### src/rtl/serial_adder_ctrl.sv
// Bit-serial add/subtract sequencer: one full-adder slice stepped LSB-first across WIDTH bits.
// Optional build macro SERIAL_ADDER_SUB_EN enables A-B (A + ~B + 1) via the sub input.

module half_adder (
    input  logic x,
    input  logic y,
    output logic s,
    output logic c
);
    assign s = x ^ y;
    assign c = x & y;
endmodule

module serial_adder_ctrl #(
    parameter int WIDTH = 8
) (
    input  logic             clk,
    input  logic             rst_n,
    input  logic             start,
    input  logic [WIDTH-1:0] a,
    input  logic [WIDTH-1:0] b,
    input  logic             sub,
    output logic             ready,
    output logic             busy,
    output logic             done,
    output logic [WIDTH-1:0] sum,
    output logic             carry_out,
    output logic             overflow
);
    localparam int CNT_W = $clog2(WIDTH);

    typedef enum logic [1:0] {IDLE, RUN, DONE} state_t;

    state_t             state, state_next;
    logic [WIDTH-1:0]   a_sh, b_sh, sum_sh;
    logic [CNT_W-1:0]   cnt;
    logic               cy;
    logic               sub_r;
    logic               co_r, ov_r;
    logic               sub_eff;
    logic               accept, last_bit;
    logic               b_bit, s0, c0, s1, c1, cell_s, cell_c;

`ifdef SERIAL_ADDER_SUB_EN
    assign sub_eff = sub;
`else
    // sub is still connected so both builds share one port list; it never affects the result
    assign sub_eff = sub & 1'b0;
`endif

    assign accept   = start && (state != RUN);
    assign last_bit = (cnt == CNT_W'(WIDTH - 1));

    // Full-adder slice: two half adders plus an OR on their carries
    assign b_bit = b_sh[0] ^ sub_r;
    half_adder u_ha0 (.x(a_sh[0]), .y(b_bit), .s(s0), .c(c0));
    half_adder u_ha1 (.x(s0),      .y(cy),    .s(s1), .c(c1));
    assign cell_s = s1;
    assign cell_c = c0 | c1;

    always_ff @(posedge clk or negedge rst_n) begin
        if (!rst_n) begin
            state <= IDLE;
        end else begin
            state <= state_next;
        end
    end

    always_comb begin
        state_next = state;
        case (state)
            IDLE:    if (start) state_next = RUN;
            RUN:     if (last_bit) state_next = DONE;
            DONE:    state_next = start ? RUN : IDLE;
            default: state_next = IDLE;
        endcase
    end

    always_ff @(posedge clk or negedge rst_n) begin
        if (!rst_n) begin
            a_sh   <= '0;
            b_sh   <= '0;
            sum_sh <= '0;
            cnt    <= '0;
            cy     <= 1'b0;
            sub_r  <= 1'b0;
            co_r   <= 1'b0;
            ov_r   <= 1'b0;
        end else if (accept) begin
            a_sh   <= a;
            b_sh   <= b;
            sum_sh <= '0;
            cnt    <= '0;
            cy     <= sub_eff;
            sub_r  <= sub_eff;
        end else if (state == RUN) begin
            a_sh   <= a_sh >> 1;
            b_sh   <= b_sh >> 1;
            sum_sh <= {cell_s, sum_sh[WIDTH-1:1]};
            cnt    <= cnt + CNT_W'(1);
            cy     <= cell_c;
            if (last_bit) begin
                // cy here is the carry into the MSB
                co_r <= cell_c;
                ov_r <= cy ^ cell_c;
            end
        end
    end

    assign ready     = (state != RUN);
    assign busy      = (state == RUN);
    assign done      = (state == DONE);
    assign sum       = sum_sh;
    assign carry_out = co_r;
    assign overflow  = ov_r;

endmodule
### config.mk
export PLATFORM = sky130hd
export DESIGN_NAME = serial_adder_ctrl
export DESIGN_NICKNAME = d
export VERILOG_FILES = /design/src/rtl/serial_adder_ctrl.sv
export SDC_FILE = /design/constraint.sdc
export NUM_CORES = 1
export LEC_CHECK = 0
export CAP_MARGIN = 20
export CORE_ASPECT_RATIO = 1.1
export CORE_MARGIN = 2
export CORE_UTILIZATION = 49
export DETAILED_ROUTE_END_ITERATION = 8
export PLACE_DENSITY = 0.88
export SETUP_SLACK_MARGIN = 0.02
export SLEW_MARGIN = 40
export SYNTH_ARGS = -nofsm -noshare
export SYNTH_HDL_FRONTEND = slang
export SYNTH_HIERARCHICAL = 1
export SYNTH_SLANG_ARGS = --single-unit
### constraint.sdc
create_clock -name clk -period 2 [get_ports clk]
set_clock_uncertainty 0.1 [all_clocks]
set_input_delay 0.2 -clock clk [delete_from_list [all_inputs] [get_ports clk]]
set_output_delay 0.2 -clock clk [all_outputs]
set_load 0.01 [all_outputs]
* Yosys cells after proc, flatten, opt, wreduce, memory -nomap -nowiden
Cells that the tools add are included.
** Cells by class
- Add/sub/neg operators :: 1
- Multiply operators :: 0
- Divide/modulo/power cells :: 0
- Magnitude comparators :: 0
- Equality and inequality tests :: 6
- Shifts and indexed selects :: 0
- Mux-type cells :: 14
- Bitwise logic cells :: 7
- Reductions and logical operators :: 5
** Operators with widths (count)
- two-way mux 8 bit :: 6
- two-way mux 3 bit :: 2
- one-hot mux 2 bit (3 select lines) :: 1
- two-way mux 2 bit :: 2
- inequality test 2 x 1 -> 1 bit, second input constant :: 2
- adder 3 x 1 -> 3 bit, second input constant :: 1
- equality test 3 bit, second input constant :: 1
- two-way mux 1 bit :: 3
- AND reduction 3 bit :: 1
- bitwise XOR 1 bit :: 3
- bitwise AND 1 bit :: 2
- equality test 2 x 1 -> 1 bit, second input constant :: 1
- equality test 2 bit, second input constant :: 1
- logical NOT 2 bit :: 1
- inequality test 2 bit, second input constant :: 1
- AND reduction 2 bit :: 1
- nonzero test 2 bit :: 1
- logical AND 1 bit :: 1
- NOT 1 bit :: 1
- bitwise OR 1 bit :: 1
** Storage, ports and cells
- Bits in registers :: 32
- Bits in latches :: 0
- RAM bits :: 0
- Bits in read-only memories :: 0
- Input bits :: 20
- Output and inout bits :: 13
- Word-level logic and storage cells :: 41
- Memories :: 0

* Longest topological paths before layout
- Word-level depth :: 5
- Depth in mapped cells :: 6
- Gate-level depth less buffers :: 5

* Hierarchy
The synthesis kept the hierarchy.
** Modules (own cells, without submodules)
- serial_adder_ctrl :: times used 1, cells each 134, area each 1398.8 um2, seq. area each 800.8 um2
- half_adder :: times used 2, cells each 1, area each 12.5 um2, seq. area each 0.0 um2

* Worst setup path before layout
OpenSTA, ideal clock, no wires.
- Path kind :: register -> register
- Start point :: reg b_sh[0]
- End point :: reg ov_r, in the netlist overflow
- Library setup time :: 0.125 ns
- Arrival time :: 1.314 ns
- Required time :: 1.775 ns
- Slack :: 0.461 ns
- Cell stages (with the launch flop) :: 6
- Buffers on the path :: 0
- Clock period less this slack :: 1.539 ns
- Cell sequence :: dfrtp_1 ha_1 ha_1 nor2_1 xnor2_1 mux2_4
** Between the ends
- Word-level cells in the longest chain between the ends :: 4
- Elaborated cells between the ends (all ways) :: 5
- Those cells by class :: 5 x bitwise
** RTL lines
- start, declared :: line 35 : logic [WIDTH-1:0] a_sh, b_sh, sum_sh;
- start signal, assigned :: line 98 : b_sh <= b_sh >> 1;
- bitwise XOR 1 bit :: line 10 : assign s = x ^ y;
- via s0 :: line 42 : logic b_bit, s0, c0, s1, c1, cell_s, cell_c;
- bitwise AND 1 bit :: line 11 : assign c = x & y;
- via c1 :: line 42
- bitwise OR 1 bit :: line 59 : assign cell_c = c0 | c1;
- bitwise XOR 1 bit :: line 105 : ov_r <= cy ^ cell_c;
- end signal, assigned :: line 105
- end, declared :: line 39 : logic co_r, ov_r;
The timed path passes the listed nets, and every way through them passes these cells.
A chain may end at the register's enable or synchronous reset.

* Final worst setup path
- Start point :: reg state[0]
- End point :: out ready
** Between the ends
- Word-level cells in the longest chain between the ends :: 1
** RTL lines
- start, declared :: line 34 : state_t state, state_next;
- start signal, assigned :: line 65 : state <= state_next;
- inequality test 2 x 1 -> 1 bit :: line 110 : assign ready = (state != RUN);
- end, declared :: line 23 : output logic ready,
Every way passes these cells.

==> results.yml <==
status:
  outcome: "finished, final reports clean"
worst_setup_path:
  path_max_fanout: 7
  worstPathArrival_ps: 1460
  cpPeakStageDelay_ps: 560
  crit_path_cell_trace: "nand2b_2, clkdlybuf4s50_1"
  end_kind: "primary output"
  criticalPathCategory: "flip-flop to primary output"
  critical-path-slowest-cell: "clkdlybuf4s50_1"
  critPathRequiredTime_ps: 1700
  cp-start-kind: "flip-flop"
finish:
  nets: 193
  drive_gt1_share_pct: 8.82
  filler_cell_count: 229
  multi_input_area_sq_um: 559
  syn2layout_area_growth_pct: 27.3
  seqCellArea_sq_um: 801
  insertedDiodeCount: 0
route:
  drt_first_pass_iters: 4
  wire_per_inst_um: 12.9
  routed_wl_um: 2610
  vias: 1060
  drc: 0
  ant_nets: 0
  viasPerCell: 5.22
  drt_iter0_drc: 25
sta:
  post-route-period-util_pct: 88.1
  worstMarginPinSlew_ps: 391
  setup_viol_count_final: 0
  drv_slew: 0
  max-slew-margin-rel_pct: 73.9
  rsz0062_at_grt: "no"
  period_minus_slack_ps: 1760
  layout_setup_ws_ps: 239
  max_freq_ghz: 0.568
  setup_tns_ps: 0
  hold_viol: 0
synthesis:
  synth_compound_area_share_pct: 10.2
  synth-xor-area-share_pct: 0.615
  synth.yosys.seq_area_share_pct: 56.2
  synthAdderAreaFrac_pct: 3.51
  synth_edf_count: 0
  yosys-mux-area-fraction_pct: 13.0
  yosys_warnings: 6
  syn-num-nets: 160
  syn_inst: 136
  synth-main-ff-cell: "dfrtp_1"
  synth_top_family_by_area: "multiplexers"
  yosysUniqueCellTypes: 20
  async_flop_share_pct: 100
  synth_top_cell_area_share_pct: 56.2
  syn-cell-area_sq_um: 1420
  synthMostInstantiatedCell: "nand2_1"
  syn_avg_cell_area_sq_um: 10.5
  synth.area.top_cells: "dfrtp_1, mux2i_1, nand2_1, o21ai_0, ha_1"
  synthSimpleGateAreaFrac_pct: 11.8
  ys_ff_latch: 32
  synth_common_cells: "nand2_1, dfrtp_1, o21ai_0, mux2i_1, buf_2"
  yosysTopAreaCell: "dfrtp_1"
cts:
  cts_buffers: 5
  h-tree-depth: 2
  cts_root_buffer: "clkbuf_4"
  cts_sinks: 32
  cts_resized: 1
  postCtsSetupBuffers: 0
  cts_tree: "built"
  clk_pin_slew_ps: 100
  cts_buffer_depth: 2
  hold_buffers: 0
  worstSkewPairLatency_ps: 330
place:
  dpl.hpwl_um: 1920
  portBuffers: 31
  preCtsSetupSlack_ps: 373
  gp_congestion: 0.730
floorplanning:
  ios: 33
  dieHeight_um: 60.5
  die_x_um: 55.4
  die_area_sq_um: 3350
  std_cell_rows: 20
  start_util_pct: 51.3
  core-area_sq_um: 2780
power_and_ir_drop:
  vdd_drop_max_v: 0.000775
  power.leakage_uw: 0.000847
  p_switching_uw: 860
  combPwrFrac_pct: 39.2
  power_uw: 2410
  switching_share_pct: 35.8
  p_int_uw: 1550
  p_per_area_nw_per_um2: 1330
  pwr-share-seq_pct: 44.9
  power.share.clock_pct: 15.9
grt:
  grtUsageTotal_pct: 16.4
  grt_max_degree: 44
  antenna_found_initial: 0
  grt_remaining_overflow: 0
  grt_pass1_wl_um: 4220
  grt_pass1_vias: 1015
job:
  drv_cap: 0
worst_hold_path:
  min-delay-path-class: "input port to asynchronous set/reset pin"
layout make-up:
type	instances	share of cell area [%]
sequential	32	44.2
tap	33	2.28
timing repair buffer	35	18.9
clock buffer	8	3.24
multi-input combinational	93	30.8
inverter	2	0.552
cell families (layout without fill, tap and decap cells):
logic type | after synthesis | in the layout
compound gates | 28 | 28
flops | 32 | 32
xor+xnor | 1 | 1
fa+ha+maj | 4 | 4
buf+inv | 11 | 45
mux | 18 | 18
simple gates | 42 | 42
stage by stage:
step           area [sq um]  instances  util [%]  hold WS (ps)
3_3_place_gp           1750        195      63.0           361
4_1_cts                1810        203      65.2           170
5_1_grt                1810        203      65.3           224
2_1_floorplan          1420        136         -          -196
6_report               1810        203      65.3           157
3_5_place_dp           1750        195      63.0           372
path summary, 6_finish.rpt:
check,from,end,slack [ps],cells after the start
max,state[0],ready,240,2
min,rst_n,sum[7],160,2
max reg2reg,b_sh[0],overflow,370,5
min reg2reg,cnt[0],cnt[0],390,1
max in group asynchronous,rst_n,b_sh[4],1350,2
min in group clk,a[7],a_sh[7],390,3
cells in the final DEF (no fill, tap or decap), types with 2 or more instances in the layout:
cell / instances
clkbuf_1: 2
ha_1: 4
nor2_1: 4
clkdlybuf4s50_1: 30
nand2_1: 35
o21ai_1: 3
buf_4: 4
dfrtp_1: 32
clkbuf_4: 5
o21ai_0: 21
mux2i_1: 17
a21oi_1: 2
sequential cells by signal, summed over array words and instances, names as in the netlist:
signal / flops
overflow: 1
carry_out: 1
a_sh: 8
cy: 1
cnt: 3
state: 2
sum: 8
b_sh: 8
worst max-delay path, delay by kind of cell, from the launching register on:
| kind | cells | cell delay, ps |
|---|---|---|
| buf+inv | 1 | 560 |
| flops | 1 | 410 |
| simple gates | 1 | 160 |
layer usage:
| metal | vias up | part of all wire (%) | GRT usage (%) |
|---|---|---|---|
| met2 | 29 | 51 | 29.3 |
| met4 | 0 | 1.6 | 7.32 |
| met1 | 505 | 42 | 19.3 |
| met5 | - | 0 | 0 |
| li1 | 520 | - | - |
| met3 | 6 | 5.3 | 4.05 |
power by group through the flow:
stage                     clock network (uW)  logic [uW]  registers, uW
final                                    382         944           1080
after global routing                     405        1060           1110
after CTS                                389         966           1080
after detailed placement                   0         956           1090
after global placement                     0         908           1070
after floorplan                            0         581           1090
(Power assumes the default switching activity.)
